==> config.mk <==
export PLATFORM = sky130hd
export DESIGN_NAME = mem_access_unit
export DESIGN_NICKNAME = d
export VERILOG_FILES = /design/src/rtl/mau_pkg.sv /design/src/rtl/mem_access_unit_align.sv /design/src/rtl/mem_access_unit.sv
export SDC_FILE = /design/constraint.sdc
export NUM_CORES = 1
export LEC_CHECK = 0
export CORE_MARGIN = 5
export CORE_UTILIZATION = 25
export CTS_CLUSTER_SIZE = 20
export DETAILED_ROUTE_END_ITERATION = 16
export GPL_TIMING_DRIVEN = 0
export PLACE_DENSITY_LB_ADDON = 0.15
export SYNTH_ARGS = -nofsm -noshare
export SYNTH_HDL_FRONTEND = slang
export SYNTH_SLANG_ARGS = --single-unit
==> constraint.sdc <==
create_clock -name clk -period 2.3 [get_ports clk]
set_input_delay 0.23 -clock clk [delete_from_list [all_inputs] [get_ports clk]]
set_output_delay 0.23 -clock clk [all_outputs]
set_load 0.02 [all_outputs]
==> src/rtl/mau_pkg.sv <==
`default_nettype none
// +------------------------------------------------------------------+
// | mau_pkg : shared types, encodings and alignment checks for MAU   |
// | Rev 1.0                                                          |
// +------------------------------------------------------------------+
package mau_pkg;

    typedef enum logic [1:0] {
        ST_IDLE = 2'd0,
        ST_REQ  = 2'd1,
        ST_RESP = 2'd2,
        ST_DONE = 2'd3
    } state_e;

    localparam logic [2:0] F3_B  = 3'b000;
    localparam logic [2:0] F3_H  = 3'b001;
    localparam logic [2:0] F3_W  = 3'b010;
    localparam logic [2:0] F3_BU = 3'b100;
    localparam logic [2:0] F3_HU = 3'b101;

    localparam logic [1:0] ERR_OK       = 2'b00;
    localparam logic [1:0] ERR_MISALIGN = 2'b01;
    localparam logic [1:0] ERR_TIMEOUT  = 2'b10;
    localparam logic [1:0] ERR_ILLEGAL  = 2'b11;

    function automatic logic f3_legal(input logic [2:0] f3);
        logic ok;
        case (f3)
            F3_B, F3_H, F3_W, F3_BU, F3_HU: ok = 1'b1;
            default:                        ok = 1'b0;
        endcase
        return ok;
    endfunction

    function automatic logic f3_misaligned(input logic [2:0] f3, input logic [1:0] off);
        logic bad;
        case (f3)
            F3_H, F3_HU: bad = off[0];
            F3_W:        bad = (off != 2'b00);
            default:     bad = 1'b0;
        endcase
        return bad;
    endfunction

endpackage
`default_nettype wire

==> src/rtl/mem_access_unit_align.sv <==
`default_nettype none
// +------------------------------------------------------------------+
// | mau_align : store lane replication/strobes, load extract/extend  |
// | Rev 1.0                                                          |
// +------------------------------------------------------------------+
module mau_align
    import mau_pkg::*;
(
    input  logic [2:0]  funct3_i,
    input  logic [1:0]  off_i,
    input  logic [31:0] wdata_i,
    input  logic [31:0] rdata_i,
    output logic [31:0] wdata_o,
    output logic [3:0]  wstrb_o,
    output logic [31:0] rdata_o
);

    logic [7:0]  lane_b;
    logic [15:0] lane_h;

    always_comb begin
        wdata_o = wdata_i;
        wstrb_o = 4'b1111;
        case (funct3_i[1:0])
            2'b00: begin
                wdata_o = {4{wdata_i[7:0]}};
                wstrb_o = 4'b0001 << off_i;
            end
            2'b01: begin
                wdata_o = {2{wdata_i[15:0]}};
                wstrb_o = 4'b0011 << off_i;
            end
            default: ;
        endcase
    end

    always_comb begin
        case (off_i)
            2'd0:    lane_b = rdata_i[7:0];
            2'd1:    lane_b = rdata_i[15:8];
            2'd2:    lane_b = rdata_i[23:16];
            default: lane_b = rdata_i[31:24];
        endcase
        lane_h = off_i[1] ? rdata_i[31:16] : rdata_i[15:0];
        case (funct3_i)
            F3_B:    rdata_o = {{24{lane_b[7]}}, lane_b};
            F3_H:    rdata_o = {{16{lane_h[15]}}, lane_h};
            F3_BU:   rdata_o = {24'd0, lane_b};
            F3_HU:   rdata_o = {16'd0, lane_h};
            default: rdata_o = rdata_i;
        endcase
    end

endmodule
`default_nettype wire

==> src/rtl/mem_access_unit.sv <==
`default_nettype none
// +------------------------------------------------------------------+
// | mem_access_unit : handshaked data-memory stage with core stall   |
// | Rev 1.0                                                          |
// +------------------------------------------------------------------+
module mem_access_unit
    import mau_pkg::*;
#(
    parameter int unsigned TIMEOUT_CYCLES = 255,
    parameter int unsigned TO_W           = 8
)(
    input  logic        clk,
    input  logic        rst,
    input  logic        mem_req,
    input  logic        mem_we,
    input  logic [2:0]  funct3,
    input  logic [31:0] addr,
    input  logic [31:0] wdata,
    output logic        stall,
    output logic [31:0] load_data,
    output logic        done,
    output logic [1:0]  err,
    output logic        dm_req_valid,
    input  logic        dm_req_ready,
    output logic        dm_we,
    output logic [31:0] dm_addr,
    output logic [31:0] dm_wdata,
    output logic [3:0]  dm_wstrb,
    input  logic        dm_rsp_valid,
    input  logic [31:0] dm_rsp_rdata
);

    localparam logic [TO_W-1:0] TO_LAST = TO_W'(TIMEOUT_CYCLES - 1);

    state_e            state_q, state_d;
    logic [31:0]       addr_q, wdata_q, load_q;
    logic              we_q;
    logic [2:0]        funct3_q;
    logic [1:0]        err_q;
    logic [TO_W-1:0]   cnt_q;

    logic              w_fault_idle, w_timeout;
    logic [31:0]       w_st_data, w_ld_ext;
    logic [3:0]        w_st_strb;

    assign w_fault_idle = !f3_legal(funct3) || f3_misaligned(funct3, addr[1:0]);
    assign w_timeout    = (cnt_q == TO_LAST);

    mau_align u_align (
        .funct3_i (funct3_q),
        .off_i    (addr_q[1:0]),
        .wdata_i  (wdata_q),
        .rdata_i  (dm_rsp_rdata),
        .wdata_o  (w_st_data),
        .wstrb_o  (w_st_strb),
        .rdata_o  (w_ld_ext)
    );

    always_ff @(posedge clk or negedge rst) begin
        if (!rst) state_q <= ST_IDLE;
        else      state_q <= state_d;
    end

    always_comb begin
        state_d = state_q;
        case (state_q)
            ST_IDLE: if (mem_req) state_d = w_fault_idle ? ST_DONE : ST_REQ;
            ST_REQ: begin
                if (dm_req_ready)   state_d = we_q ? ST_DONE : ST_RESP;
                else if (w_timeout) state_d = ST_DONE;
            end
            ST_RESP: if (dm_rsp_valid || w_timeout) state_d = ST_DONE;
            default: state_d = ST_IDLE;
        endcase
    end

    // Request fields are latched on acceptance so the bus sees stable values while waiting.
    always_ff @(posedge clk or negedge rst) begin
        if (!rst) begin
            addr_q   <= '0;
            wdata_q  <= '0;
            we_q     <= 1'b0;
            funct3_q <= '0;
            err_q    <= ERR_OK;
            cnt_q    <= '0;
            load_q   <= '0;
        end else begin
            case (state_q)
                ST_IDLE: begin
                    if (mem_req) begin
                        if (w_fault_idle) begin
                            err_q <= f3_legal(funct3) ? ERR_MISALIGN : ERR_ILLEGAL;
                        end else begin
                            addr_q   <= addr;
                            wdata_q  <= wdata;
                            we_q     <= mem_we;
                            funct3_q <= funct3;
                            err_q    <= ERR_OK;
                            cnt_q    <= '0;
                        end
                    end
                end
                ST_REQ: begin
                    cnt_q <= cnt_q + TO_W'(1);
                    if (!dm_req_ready && w_timeout) err_q <= ERR_TIMEOUT;
                end
                ST_RESP: begin
                    cnt_q <= cnt_q + TO_W'(1);
                    if (dm_rsp_valid)   load_q <= w_ld_ext;
                    else if (w_timeout) err_q  <= ERR_TIMEOUT;
                end
                default: ;
            endcase
        end
    end

    always_comb begin
        stall        = mem_req && (state_q != ST_DONE);
        done         = (state_q == ST_DONE);
        dm_req_valid = (state_q == ST_REQ);
        dm_we        = dm_req_valid && we_q;
        dm_addr      = dm_req_valid ? {addr_q[31:2], 2'b00} : 32'd0;
        dm_wdata     = dm_we ? w_st_data : 32'd0;
        dm_wstrb     = dm_we ? w_st_strb : 4'b0000;
        err          = err_q;
        load_data    = load_q;
    end

endmodule
`default_nettype wire

==> results.py <==
metrics = {
    "run_status": {
        "status": "finished clean",
    },
    "timing": {
        "hold_viol": 0,
        "max_freq_ghz": 0.459,
        "tightest_slew_ps": 572,
        "slew_headroom": 0.617,
        "min_period_over_period": 0.947,
        "setup_viol": 0,
        "fin_crit_ps": 2180,
        "timing.final.ws_setup_ps": 121,
        "fin_skew_ps": 9.39,
        "finalMaxSlewViolations": 0,
    },
    "placed_design": {
        "dp_slack_ps": -441,
        "io_buffers": 208,
        "place_congestion": 0.775,
        "hpwl_um": 15500,
        "dp.cells": 1120,
    },
    "run": {
        "maxCapViolations": 0,
    },
    "cts": {
        "clockBufferDepth": 2,
        "cts-root-buf": "clkbuf_16",
        "cts_made_buffers": 9,
        "tritoncts": "yes",
        "insertion_delay_ps": 360,
        "cts_num_sinks": 112,
        "cts.htree.levels": 3,
        "path_clk_slew_ps": 80,
    },
    "logic_synthesis": {
        "synth.area.top_cells": "dfrtp_1 (47%), mux2_2 (10%), mux2_4 (5.0%), and2_1 (3.5%), mux2i_1 (3.5%)",
        "synth-main-ff-cell": "dfrtp_1",
        "synthCells": 591,
        "ys_ff_latch": 112,
        "netlist.area_leader.share": 0.465,
        "synth_largest_area_cell": "dfrtp_1",
        "yosysSeqAreaShare": 0.465,
        "synth-async-reset-ratio": 1.00,
        "ys_warn_count": 0,
        "synth_area_mm2": 0.00603,
        "synth_cell_types": 50,
        "synth-edff-count": 0,
        "avgSynthCellArea_um2": 10.2,
    },
    "route": {
        "drtIter0Drc": 210,
        "wl_um": 20600,
        "num_vias": 5134,
        "viasPerCell": 4.51,
        "wire_per_inst_um": 18.1,
        "drt-pass1-iter-count": 4,
        "drtAntennaViolNets": 0,
        "drcViolationCount": 0,
    },
    "min_path": {
        "hold_path_class": "input port to asynchronous set/reset pin",
    },
    "critical_path": {
        "path_class": "flip-flop to output pin",
        "cp_max_fo": 10,
        "rrSetupSlack_ps": 240,
        "cp.arrival_ps": 1950,
        "required_ps": 2070,
        "endpoint_kind": "output pin",
        "start_kind": "flip-flop",
    },
    "final_layout": {
        "syn_to_final_growth_pct": 45.9,
        "insertedDiodeCount": 0,
        "final_common_cell": "clkdlybuf4s50_1",
        "fillCellCount": 2466,
        "finalNetCount": 925,
        "drive_above_1_share": 0.194,
        "final_cell_mix": "clkdlybuf4s50_1 (140), dfrtp_1 (112), mux2_2 (55), nand2_1 (54), dlygate4sd2_1 (42)",
        "finalNonFillerCells": 1138,
    },
    "floorplanning": {
        "die_h_um": 165,
        "die-area_mm2": 0.0273,
        "std_cell_rows": 56,
        "start_util": 0.255,
        "die_w_um": 165,
        "core_area_mm2": 0.0236,
        "ioPinCount": 211,
    },
    "grt": {
        "antenna_found_initial": 2,
        "grt_max_degree": 70,
        "grt_pass1_vias": 5366,
        "grt_pass1_wl_um": 31400,
        "grt_util_all_layers": 0.150,
        "overflow": 0,
    },
    "pwr": {
        "peakVddDrop_mv": 0.412,
        "leakage_nw": 4.01,
        "finalPower_mw": 11.4,
        "powerDensity_mw_per_mm2": 1300,
    },
}
-- critical path, cell delays in order, from the launching register on --
cell and delay, ps:
dfrtp_1 420, inv_1 120, ha_4 170, nand2_1 60, clkbuf_4 190, clkbuf_8 180, nor2_1 160, clkdlybuf4s15_2 280
-- metal layers --
metal | up-vias | track usage | share of wire
met4 | 4 | 0.0306 | 0.010
met5 | - | 0 | 0.0010
met2 | 155 | 0.244 | 0.47
li1 | 2512 | - | -
met3 | 15 | 0.0509 | 0.076
met1 | 2448 | 0.193 | 0.44
-- metrics by stage --
step / cell area, um^2 / hold WS [ps] / utilization / setup TNS (ps)
finish: 8790 / 366 / 0.372 / 0
detailed placement: 8540 / 201 / 0.362 / -14580
global route: 8790 / 410 / 0.372 / -3.23
global placement: 8510 / 474 / 0.360 / -460360
CTS: 8820 / 387 / 0.374 / 0
floorplan: 6030 / -65.6 / - / 0
-- state kept, by name (all words and copies together) (netlist names) --
name	cells
addr_q	32
cnt_q	8
err	2
funct3_q	3
load_data	32
state_q	2
wdata_q	32
we_q	1
-- path summary, 6_finish.rpt --
kind | start | to | cells past startpoint
worst max-delay path | state_q[1] | dm_wdata[24] | 7
worst min register to register | load_data[3] | load_data[3] | 2
max in group asynchronous | rst | cnt_q[6] | 3
worst min-delay path | rst | wdata_q[18] | 2
min in group clk | addr[25] | addr_q[25] | 2
worst max register to register | state_q[0] | load_data[9] | 7
-- cell families after synthesis --
| group | after synthesis | synth area share |
|---|---|---|
| other | 1 | 0.000622 |
| and+or+nand+nor | 208 | 0.172 |
| DFF | 112 | 0.465 |
| adders and majority gates | 6 | 0.0125 |
| buffers and inverters | 55 | 0.0430 |
| muxes | 97 | 0.191 |
| AOI/OAI and AO/OA | 112 | 0.115 |
-- power breakdown --
group | leakage, nW | total, mW | internal (mW) | switching, mW
logic | 2.52 | 6.20 | 2.88 | 3.32
clock network | 0.136 | 1.55 | 0.756 | 0.794
registers | 1.35 | 3.64 | 2.95 | 0.687
-- Yosys cell counts, types with 3 or more instances --
library cell  instances
mux2i_1              21
o21ai_0              23
a21oi_1              38
a211o_1               5
or2_2                 4
o21ai_1               5
clkbuf_1             25
nand2_1              54
o211ai_1              6
nor2_1               42
dfrtp_1             112
buf_4                 4
nand3b_1              5
nand2b_1              7
ha_1                  6
mux2_4               20
buf_6                 3
and2_1               34
nand3_1              31
mux2_2               55
inv_1                11
a22oi_1               9
buf_2                10
and3_1                9
nor4_1                3
or3_1                 3
nor2b_1               8
a21o_1                5
a31oi_1               3
-- layout make-up --
type                    instances  area (um^2)  area share
well taps                     319          399      0.0454
clock buffers                  10          229      0.0260
multi-input cells             425         2980       0.339
plain buffers                  43          255      0.0290
inverters                      11         41.3     0.00470
repair buffers                212         2030       0.231
clock inverters                 6         52.6     0.00598
flip-flops and latches        112         2800       0.319
-- what timing repair did --
item	4_1_cts	5_1_grt
gates resized for setup	114	33
endpoints found under the hold margin	43	0
hold buffers	1	0
setup buffers	1	1
setup endpoints to repair	67	32
No activity file was read; power rests on OpenSTA's default activity.
